[src/rtl/pc_sequencer.sv]
// pc_sequencer: program-counter sequencer with a circular return-address stack.
// Selects the next PC from sequential, branch, jump or jump-register sources,
// predicts returns through the RAS, and flags return mispredicts and
// misaligned register targets one cycle after the offending instruction.

module pc_sequencer #(
    parameter int               WIDTH     = 32,
    parameter int               ADR_W     = 26,
    parameter int               RAS_DEPTH = 4,
    parameter logic [WIDTH-1:0] RESET_PC  = '0
) (
    input  logic             clk,
    input  logic             rst_n,
    input  logic             stall,
    input  logic [1:0]       sel,
    input  logic             link,
    input  logic             ret,
    input  logic [ADR_W-1:0] jump_adr,
    input  logic [WIDTH-1:0] branch_off,
    input  logic [WIDTH-1:0] reg_target,
    output logic [WIDTH-1:0] pc,
    output logic [WIDTH-1:0] pc_plus4,
    output logic [WIDTH-1:0] ras_top,
    output logic             ras_empty,
    output logic             ras_full,
    output logic             mispredict,
    output logic             misalign
);

    localparam int PTR_W = (RAS_DEPTH > 1) ? $clog2(RAS_DEPTH) : 1;
    localparam int CNT_W = PTR_W + 1;

    localparam logic [1:0] SEL_SEQ    = 2'd0;
    localparam logic [1:0] SEL_BRANCH = 2'd1;
    localparam logic [1:0] SEL_JUMP   = 2'd2;
    localparam logic [1:0] SEL_JREG   = 2'd3;

    // Return-address stack storage; top_ptr indexes the most recent entry.
    logic [WIDTH-1:0] ras_mem [RAS_DEPTH];
    logic [PTR_W-1:0] top_ptr;
    logic [CNT_W-1:0] ras_count;

    logic [WIDTH-1:0] branch_target;
    logic [WIDTH-1:0] jump_target;
    logic [WIDTH-1:0] jreg_target;
    logic [WIDTH-1:0] next_pc;

    logic             do_link;
    logic             do_ret;
    logic             pop_valid;

    logic             ras_wr_en;
    logic [PTR_W-1:0] ras_wr_idx;
    logic [PTR_W-1:0] ptr_next;
    logic [CNT_W-1:0] count_next;

    logic             mispredict_next;
    logic             misalign_next;

    // Target arithmetic; all sums wrap modulo 2^WIDTH.
    assign pc_plus4      = pc + WIDTH'(4);
    assign branch_target = pc_plus4 + {branch_off[WIDTH-3:0], 2'b00};
    assign jreg_target   = {reg_target[WIDTH-1:2], 2'b00};

    // The jump keeps the upper PC bits only when the field does not fill the PC.
    generate
        if (WIDTH > ADR_W + 2) begin : g_jump_region
            assign jump_target = {pc_plus4[WIDTH-1:ADR_W+2], jump_adr, 2'b00};
        end else begin : g_jump_full
            assign jump_target = {jump_adr, 2'b00};
        end
    endgenerate

    // Stack occupancy and the visible top entry (zero when nothing is stored).
    assign ras_empty = (ras_count == '0);
    assign ras_full  = (ras_count == CNT_W'(RAS_DEPTH));
    assign ras_top   = ras_empty ? '0 : ras_mem[top_ptr];

    // Link and return only have meaning on jump / jump-register instructions.
    assign do_link   = link && ((sel == SEL_JUMP) || (sel == SEL_JREG));
    assign do_ret    = ret && (sel == SEL_JREG);
    assign pop_valid = do_ret && !ras_empty;

    // Next-PC multiplexer.
    always_comb begin
        next_pc = pc_plus4;
        case (sel)
            SEL_SEQ:    next_pc = pc_plus4;
            SEL_BRANCH: next_pc = branch_target;
            SEL_JUMP:   next_pc = jump_target;
            SEL_JREG:   next_pc = jreg_target;
            default:    next_pc = pc_plus4;
        endcase
    end

    // Stack pointer/count update: replace-top, push (overwriting oldest when full) or pop.
    always_comb begin
        ras_wr_en  = 1'b0;
        ras_wr_idx = top_ptr;
        ptr_next   = top_ptr;
        count_next = ras_count;
        if (do_link && do_ret && !ras_empty) begin
            ras_wr_en  = 1'b1;
            ras_wr_idx = top_ptr;
        end else if (do_link) begin
            ras_wr_en  = 1'b1;
            ras_wr_idx = top_ptr + PTR_W'(1);
            ptr_next   = top_ptr + PTR_W'(1);
            if (!ras_full) begin
                count_next = ras_count + CNT_W'(1);
            end
        end else if (pop_valid) begin
            ptr_next   = top_ptr - PTR_W'(1);
            count_next = ras_count - CNT_W'(1);
        end
    end

    // Status flags computed from the instruction being accepted this cycle.
    always_comb begin
        mispredict_next = 1'b0;
        misalign_next   = 1'b0;
        if (!stall) begin
            mispredict_next = pop_valid && (ras_top != jreg_target);
            misalign_next   = (sel == SEL_JREG) && (reg_target[1:0] != 2'b00);
        end
    end

    // PC register; holds on stall.
    always_ff @(posedge clk or negedge rst_n) begin
        if (!rst_n) begin
            pc <= RESET_PC;
        end else if (!stall) begin
            pc <= next_pc;
        end
    end

    // Stack pointer and occupancy count; hold on stall.
    always_ff @(posedge clk or negedge rst_n) begin
        if (!rst_n) begin
            top_ptr   <= '0;
            ras_count <= '0;
        end else if (!stall) begin
            top_ptr   <= ptr_next;
            ras_count <= count_next;
        end
    end

    // Stack entries; cleared on reset, written by push or replace-top.
    always_ff @(posedge clk or negedge rst_n) begin
        if (!rst_n) begin
            for (int i = 0; i < RAS_DEPTH; i++) begin
                ras_mem[i] <= '0;
            end
        end else if (!stall && ras_wr_en) begin
            ras_mem[ras_wr_idx] <= pc_plus4;
        end
    end

    // One-cycle mispredict and misalign pulses; a stall cycle clears them.
    always_ff @(posedge clk or negedge rst_n) begin
        if (!rst_n) begin
            mispredict <= 1'b0;
            misalign   <= 1'b0;
        end else begin
            mispredict <= mispredict_next;
            misalign   <= misalign_next;
        end
    end

endmodule

[config.mk]
export PLATFORM = sky130hd
export DESIGN_NAME = pc_sequencer
export DESIGN_NICKNAME = d
export VERILOG_FILES = /design/src/rtl/pc_sequencer.sv
export SDC_FILE = /design/constraint.sdc
export NUM_CORES = 1
export LEC_CHECK = 0
export BUFFER_PORTS_ARGS = -buffer_cell sky130_fd_sc_hd__buf_2
export CORE_MARGIN = 2
export CORE_UTILIZATION = 50
export DETAILED_ROUTE_END_ITERATION = 16
export PLACE_DENSITY = 0.71
export SYNTH_ARGS = -nofsm -noshare
export SYNTH_HDL_FRONTEND = slang
export SYNTH_SLANG_ARGS = --single-unit
[constraint.sdc]
create_clock -name clk -period 11.55 [get_ports clk]
set_input_delay 1.7325 -clock clk [delete_from_list [all_inputs] [get_ports clk]]
set_output_delay 1.7325 -clock clk [all_outputs]
set_load 0.05 [all_outputs]
# After elaboration in Yosys (flattened, before gate mapping)
# Index checks and enable logic that the tools add are counted.
totals:
  reg_bits: 167
  input_bits: 97
  out_inout_bits: 100
  wordCells: 65
op_classes:
  add_sub_neg: 6
  magnitude_cmp: 3
  eq_ne: 6
  mux: 19
  bitwise_logic: 4
  reduce_logical: 18
op_table:
  columns: ["cell", "n"]
  rows:
  - ["128-bit bitwise mux", 1]
  - ["32-bit two-way mux", 4]
  - ["32-bit case mux with 4 select lines", 1]
  - ["32-bit binary-select mux with 2-bit select", 1]
  - ["32-bit demux with 2-bit select", 1]
  - ["32-bit by 3-bit adder with 32-bit output (second input constant)", 1]
  - ["32-bit adder", 1]
  - ["32-bit != test", 1]
  - ["1-bit logical AND", 9]
  - ["3-bit two-way mux", 3]
  - ["2-bit two-way mux", 4]
  - ["3-bit greater-or-equal comparator (second input constant)", 2]
  - ["2-bit NOT with 3-bit output", 2]
  - ["2-bit equality test (second input constant)", 2]
  - ["1-bit two-way mux", 4]
  - ["4-bit AND reduction", 1]
  - ["2-bit nonzero test", 2]
  - ["3-bit by 1-bit adder with 3-bit output (second input constant)", 1]
  - ["3-bit equality test (second input constant)", 1]
  - ["3-bit zero test", 1]
  - ["3-bit by 1-bit less-than comparator with 1-bit output (second input constant)", 1]
  - ["3-bit AND reduction", 1]
  - ["3-bit by 1-bit subtractor with 3-bit output (second input constant)", 1]
  - ["2-bit by 1-bit adder with 2-bit output (second input constant)", 1]
  - ["other kinds (7)", 9]

# Logic depth before layout (Yosys ltp)
# Gate-level depths: netlist of run 1.
logic_depth:
  depth_word: 12
  depth_mapped: 18
  mapped_depth_nobuf: 17

# Worst setup path before layout of run 1
# No wires, ideal clock.
synth_timing:
  path_type: "register -> register"
  startpoint: "register pc[2]"
  endpoint: "register pc[20]"
  setup_ps: 125
  arrival_ps: 4456
  t_required_ps: 11425
  setup_slack_ps: 6969
  path_stages_with_launch: 16
  path_buffers: 0
  synth_period_minus_slack_ps: 4581
  path_cell_list: "dfrtp_1 ha_1 nand4_1 nor3_1 and3_1 nand3_1 xor2_1 inv_1 ha_1 and3_1 and3_1 o21ai_1 a32oi_1 xor2_1 mux4_2 mux2_2"
synth_via:
  elab_chain_cells: 3
synth_rtl:
  columns: ["item", "line", "text"]
  rows:
  - ["from (decl)", "21", "output logic [WIDTH-1:0] pc,"]
  - ["from (signal assigned)", "133", "pc <= next_pc;"]
  - ["32-bit by 3-bit adder with 32-bit output", "61", "assign pc_plus4 = pc + WIDTH'(4);"]
  - ["via pc_plus4[16]", "22", "output logic [WIDTH-1:0] pc_plus4,"]
  - ["32-bit adder", "62", "assign branch_target = pc_plus4 + {branch_off[WIDTH-3:0], 2'b00};"]
  - ["32-bit case mux with 4 select lines", "87", "case (sel)"]
# The timed path passes the listed nets, and every way through them passes these cells.
# A chain may end at the register's enable or synchronous reset.

# Worst setup path after layout of run 1
layout_timing:
  startpoint: "register pc[2]"
  endpoint: "output port pc_plus4[28]"
layout_via:
  elab_chain_cells: 1
layout_rtl:
  columns: ["item", "line"]
  rows:
  - ["32-bit by 3-bit adder with 32-bit output", "61"]
  - ["to (decl)", "22"]
# Every way passes these cells.

==> qor.csv, run 1 <==
metric,value,unit
Core ar.,0.0202,sq mm
DR vias/cell,5.86,
register area share after synthesis,38.4,%
Die Y,147,um
Util after Layout,58.7,%
Pins Over Slew Limit,0,
Core Rows,52,
Async SR Flop Fraction,100,%
met3 routed WL,2.22,mm
vias post-DR,8959,
Syn-to-layout area delta,15.7,%
fmax,196,MHz
largest net degree at the start of global routing,90,
CTS Buf Count,17,
P_leak,5.31,nW
#FFs+latches synth,157,
Finished Cell Area,0.0118,sq mm
Hold Path Class,flip-flop to flip-flop,
gr usage total,28.0,%
drt pass-1 iters,5,
PwrDens,329,mW/mm^2
hold depth,2,
# setup viols final,0,
hpwl dp,21.4,mm
die area,0.0216,sq mm
"Reg clk slew, reported paths",60,ps
routability cong.,0.960,
Max IR drop VDD,331,uV
Metal-1 WL,12.2,mm
"setup slack, reg-to-reg",6580,ps
Yosys cell types,71,
fillers,1808,
io pins,197,
Hold Path Origin,ras_mem[13],
R2R cell count,16,
max_slew headroom,31.5,%
"Hold-fix buffers, CTS",0,
Final Skew,8.36,ps
critical path required time,9820,ps
"Clk Latency, worst-skew pair",420,ps
Initial Utilization,50.7,%
port bufs,188,
Worst Tran Pin Value,1030,ps
die width,147,um
outcome,"complete, no violations",
final wirelength,29.7,mm
DR WL met2,14.3,mm
Setup crit end kind,primary output,
wire length of the first global-routing pass,46.6,mm
max cap viols,0,
CTS tree,built,
worst r2r dst,pc[31],
total congestion overflow,0,
most frequent cells in the layout,"buf_2 (187), dfrtp_1 (156), nor2_1 (138)",
wire length per cell,19.4,um
CTS max path bufs,2,
layout cell share with drive strength beyond 1,24.9,%
Syn Inst Count,1092,
CTS HTree Levels,4,
mapped cell area,0.0102,sq mm
prevailing post-synth register cell,dfrtp_1,
initial antenna violation count,1,
Final Hold Fails,0,
hold path endpoint,ras_mem[13],
Post-synth EDFFs,0,
RSZ-0062 raised after global routing,false,
area of the multi-input gates,0.00583,sq mm
Ant. Diodes,0,
cell at the root of the clock tree,clkbuf_16,
DR top layer,met4,
final routed DRC violation total,0,
origin of the critical flop-to-flop path,pc[2],
CP arrival,3370,ps
Startpoint Class,flip-flop,
CP max FO,7,
clk sinks,157,
Setup Buffers After CTS,0,
vias in the first global route,8511,
WS Path Type,flip-flop to primary output,
crit path time final,5110,ps
Final #Nets,1377,
Post-CTS Resized,0,
YS warnings,0,
1st-iter DRT viols,521,
"most common cell after layout, fill and taps aside",buf_2,
dpl cell area,0.0113,sq mm
Mapped Avg Cell Area,9.36,sq um
Sequential Area,0.00393,sq mm
setup TNS,0,ps
ANT nets after route,0,
Final Cycle Share,44.2,%
==> logic make-up after synthesis <==
kind of cell / count (synthesis) / share of synthesized area, %
compound gates: 284 / 16.3
xor+xnor: 74 / 6.49
fa+ha+maj: 34 / 4.31
buf+inv: 111 / 4.88
flops: 157 / 38.4
mux: 77 / 12.8
other cells: 1 / 0.0367
simple gates: 354 / 16.8
==> sequential cells by signal, indices dropped and copies added, names as in the netlist <==
name and cells:
misalign 1, pc 30, ras_mem 120, ras_count 3, mispredict 1, top_ptr 2
==> power breakdown <==
part           switching, mW  internal (mW)  leakage, nW
clock                  0.235          0.296        0.266
combinational           1.58          0.795         3.20
sequential             0.188          0.800         1.84
==> stage by stage <==
step / setup slack (ps) / hold WS (ps) / power (mW) / cells
after floorplan: 6970 / 445 / 2.78 / 1097
after global placement: 6730 / 458 / 3.29 / 1497
after detailed placement: 6670 / 467 / 3.35 / 1497
after CTS: 6430 / 481 / 3.90 / 1529
after global routing: 6120 / 511 / 4.13 / 1529
final: 6440 / 479 / 3.89 / 1529
==> area by class of cell <==
type                       instances  share of cell area [%]
clock buffer                      18                    3.63
clock inverter                    14                   0.994
inverter                          42                    1.33
multi-input combinational        829                    49.3
sequential                       157                    33.2
tap                              270                    2.86
timing repair buffer             199                    8.70
==> critical path, stage by stage, from the launching register on <==
cell,delay (ps)
dfrtp_1,530
ha_1,330
nand4_1,170
nor3_1,480
and3_1,390
nand4_1,150
xor2_1,490
inv_1,160
buf_2,250
==> synthesized netlist by cell type, drive strengths merged, types with 3 or more instances <==
master  number  area (sq um)
a21o        11          82.6
nand3b      13          97.6
mux2i       15           150
a211oi       9          72.6
nand4        9          56.3
nand3       34           193
a41oi        3          26.3
o22a         5          43.8
nor4         4          40.0
nor3b        4          30.0
clkbuf      43           171
or2          4          25.0
inv         42           158
a221oi       3          26.3
nor3         9          61.3
nand2       78           300
mux4        41           923
ha          32           400
o21ai       76           380
dfrtp      157          3930
a31oi        5          31.3
xor2        30           263
a21oi      124           621
buf         26           170
xnor2       44           400
o22ai        4          25.0
and2        33           206
mux2        21           236
o31ai        9          67.6
and3        14          96.3
a22oi       14           105
nor2       139           522
nor2b        7          43.8
==> worst max path at each step <==
stage	start	endpoint	slack, ps	cells past startpoint
2_1_floorplan	pc[2]	pc[20]	6970	15
3_3_place_gp	sel[0]	ras_mem[34]	6730	8
3_5_place_dp	pc[2]	pc[31]	6670	16
4_1_cts	pc[2]	pc_plus4[26]	6430	8
5_1_grt	pc[2]	pc[24]	6120	16
6_report	pc[2]	pc_plus4[28]	6440	8
==> layer usage <==
metal	track usage, %	vias to the layer above
met5	0	-
met4	10.6	0
met3	5.75	52
met2	45.4	358
met1	37.3	4342
li1	-	4207
(Power assumes the default switching activity.)
==> run 2, diff against run 1 <==
--- a/config.mk
+++ b/config.mk
@@ -9,7 +9,7 @@
 export CORE_MARGIN = 2
 export CORE_UTILIZATION = 50
 export DETAILED_ROUTE_END_ITERATION = 16
-export PLACE_DENSITY = 0.71
+export PLACE_DENSITY = 0.74
 export SYNTH_ARGS = -nofsm -noshare
 export SYNTH_HDL_FRONTEND = slang
 export SYNTH_SLANG_ARGS = --single-unit
==> constraint.sdc (replaced) <==
create_clock -name clk -period 4.6 [get_ports clk]
set_input_delay 0.69 -clock clk [delete_from_list [all_inputs] [get_ports clk]]
set_output_delay 0.69 -clock clk [all_outputs]
set_load 0.05 [all_outputs]
==> run 2 against run 1 <==
  * Routed wire length grew 1.9%
  * Worst setup slack got worse by 6100 ps
  * Clock power grew to 2.7 times the previous value
  * First-iteration DRC count grew 17%
  * Largest cell class unchanged
==> qor.csv, run 2 (same netlist as run 1, synthesis figures left out) <==
metric,value,unit,change
outcome,"complete, no violations",,
setup ws final,353,ps,-6090 ps
max cap viols,0,,unchanged
wire length per cell,19.5,um,+0.14%
WS Path Type,flip-flop to flip-flop,,
die width,147,um,unchanged
# setup viols final,0,,unchanged
Final Skew,15.1,ps,+6.70 ps
final wirelength,30.3,mm,+1.9%
Core ar.,0.0202,sq mm,unchanged
Max IR drop VDD,750,uV,+130%
Die Y,147,um,unchanged
"Hold-fix buffers, CTS",0,,unchanged
cell at the root of the clock tree,clkbuf_16,,
max_slew headroom,34.6,%,+3.1 points
crit path time final,4250,ps,
CP arrival,4560,ps,+1190 ps
CP Buf/Inv Count,2,,unchanged
layout cell share with drive strength beyond 1,26.7,%,+1.8 points
setup TNS,0,ps,unchanged
origin of the critical flop-to-flop path,pc[2],,
drt pass-1 iters,5,,unchanged
Syn-to-layout area delta,18.3,%,
1st-iter DRT viols,609,,+17%
Final #Nets,1402,,+1.8%
Setup crit end kind,flip-flop,,
initial antenna violation count,2,,+1
Final Hold Fails,0,,unchanged
wire length of the first global-routing pass,47.7,mm,+2.3%
Core Rows,52,,unchanged
final routed DRC violation total,0,,unchanged
PwrDens,824,mW/mm^2,+150%
Worst Tran Pin Value,980,ps,-46.7 ps
Setup Buffers After CTS,0,,unchanged
"setup slack, reg-to-reg",350,ps,-6230 ps
clk sinks,157,,unchanged
critical path required time,4910,ps,-4910 ps
die area,0.0216,sq mm,unchanged
CTS Buf Count,17,,unchanged
port bufs,188,,unchanged
crit path from,pc[2],,
Crit path max-delay family,simple AND/OR/NAND/NOR gates,,
vias in the first global route,8868,,+4.2%
most frequent cells in the layout,"buf_2 (187), dfrtp_1 (156), nor2_1 (138)",,
critical-path cell list,"ha_1, nand4_1, nor3_1, buf_4, and3_1, nand2_1, xor2_1, inv_1, ha_1, a21oi_1, o21ai_0, or3_1, nor3_1, nor2_1, xor2_1, o21ai_0, nand2_1",,
CTS max path bufs,2,,unchanged
Initial Utilization,50.7,%,unchanged
max reg flops,120,,unchanged
Hold Path Class,input pin to async pin,,
hpwl dp,22.1,mm,+3.2%
P_leak,5.46,nW,+2.8%
ANT nets after route,0,,unchanged
RSZ-0062 raised after global routing,false,,
Worst path slowest cell,dfrtp_1,,
DR vias/cell,5.90,,+0.74%
Pins Over Slew Limit,0,,unchanged
placed cell count,1522,,+1.7%
vias post-DR,9185,,+2.5%
io pins,197,,unchanged
gr usage total,28.5,%,+0.58 points
Post-CTS Resized,0,,unchanged
Startpoint Class,flip-flop,,
post-place setup slack,332,ps,-6330 ps
Max stage delay on crit path,510,ps,-20 ps
total congestion overflow,0,,unchanged
"most common cell after layout, fill and taps aside",buf_2,,
"Reg clk slew, reported paths",70,ps,about the same
largest register by flop count,ras_mem,,
largest net degree at the start of global routing,83,,-7.8%
Layout Cells excl Fill,1556,,+1.8%
CTS HTree Levels,4,,unchanged
routability cong.,0.984,,+2.5%
top flop regs,"ras_mem (120), pc (30), ras_count (3)",,
Final Cycle Share,92.3,%,
"Clk Latency, worst-skew pair",430,ps,about the same
CP max FO,7,,unchanged
CTS tree,built,,
fmax,235,MHz,
-- run 2: per-layer routing --
layer	track usage (%)	vias up	wire length, um	part of all wire [%]
met5	0	-	0	0
met4	11.2	0	1030	3.4
met3	5.81	55	2180	7.2
met2	47.5	389	14900	49
met1	37.0	4499	12200	40
li1	-	4242	-	-
-- run 2: path summary, 6_finish.rpt --
path                               end  cells after the start
hold reg to reg            ras_mem[25]                      2
max in group asynchronous  ras_mem[43]                      2
setup reg to reg                pc[29]                     17
min in group clk           ras_mem[25]                      2
hold / removal             ras_mem[72]                      1
setup / recovery                pc[29]                     17
-- run 2: worst reg2reg max path: cells and delay by family, from the launching register on --
family / cells / cell delay (ps)
simple gates: 8 / 1760
fa+ha+maj: 2 / 670
compound gates: 3 / 570
flops: 1 / 510
xor+xnor: 2 / 340
buf+inv: 2 / 290
-- run 2: cell type report --
class,instances,area (sq um)
multi-input combinational,829,5850
timing repair buffer,224,1230
clock buffer,18,439
inverter,42,158
clock inverter,14,146
antenna,2,5.00
tap,270,338
fill,1771,8080
sequential,157,3930
-- run 2: power breakdown --
group | switching (mW) | internal, mW | total, mW
Sequential | 0.517 | 2.01 | 2.53
Clock | 0.630 | 0.779 | 1.41
Combinational | 3.97 | 2.07 | 6.03
Total | 5.11 | 4.86 | 9.97
-- run 2: through the flow --
stage	total power, mW	util, %	hold WS [ps]	area (sq um)
6_report	9.97	60.0	298	12100
3_5_place_dp	8.51	56.9	466	11500
3_3_place_gp	8.36	56.9	459	11500
4_1_cts	9.96	59.8	319	12100
5_1_grt	10.6	59.9	339	12100
2_1_floorplan	6.97	-	394	10200
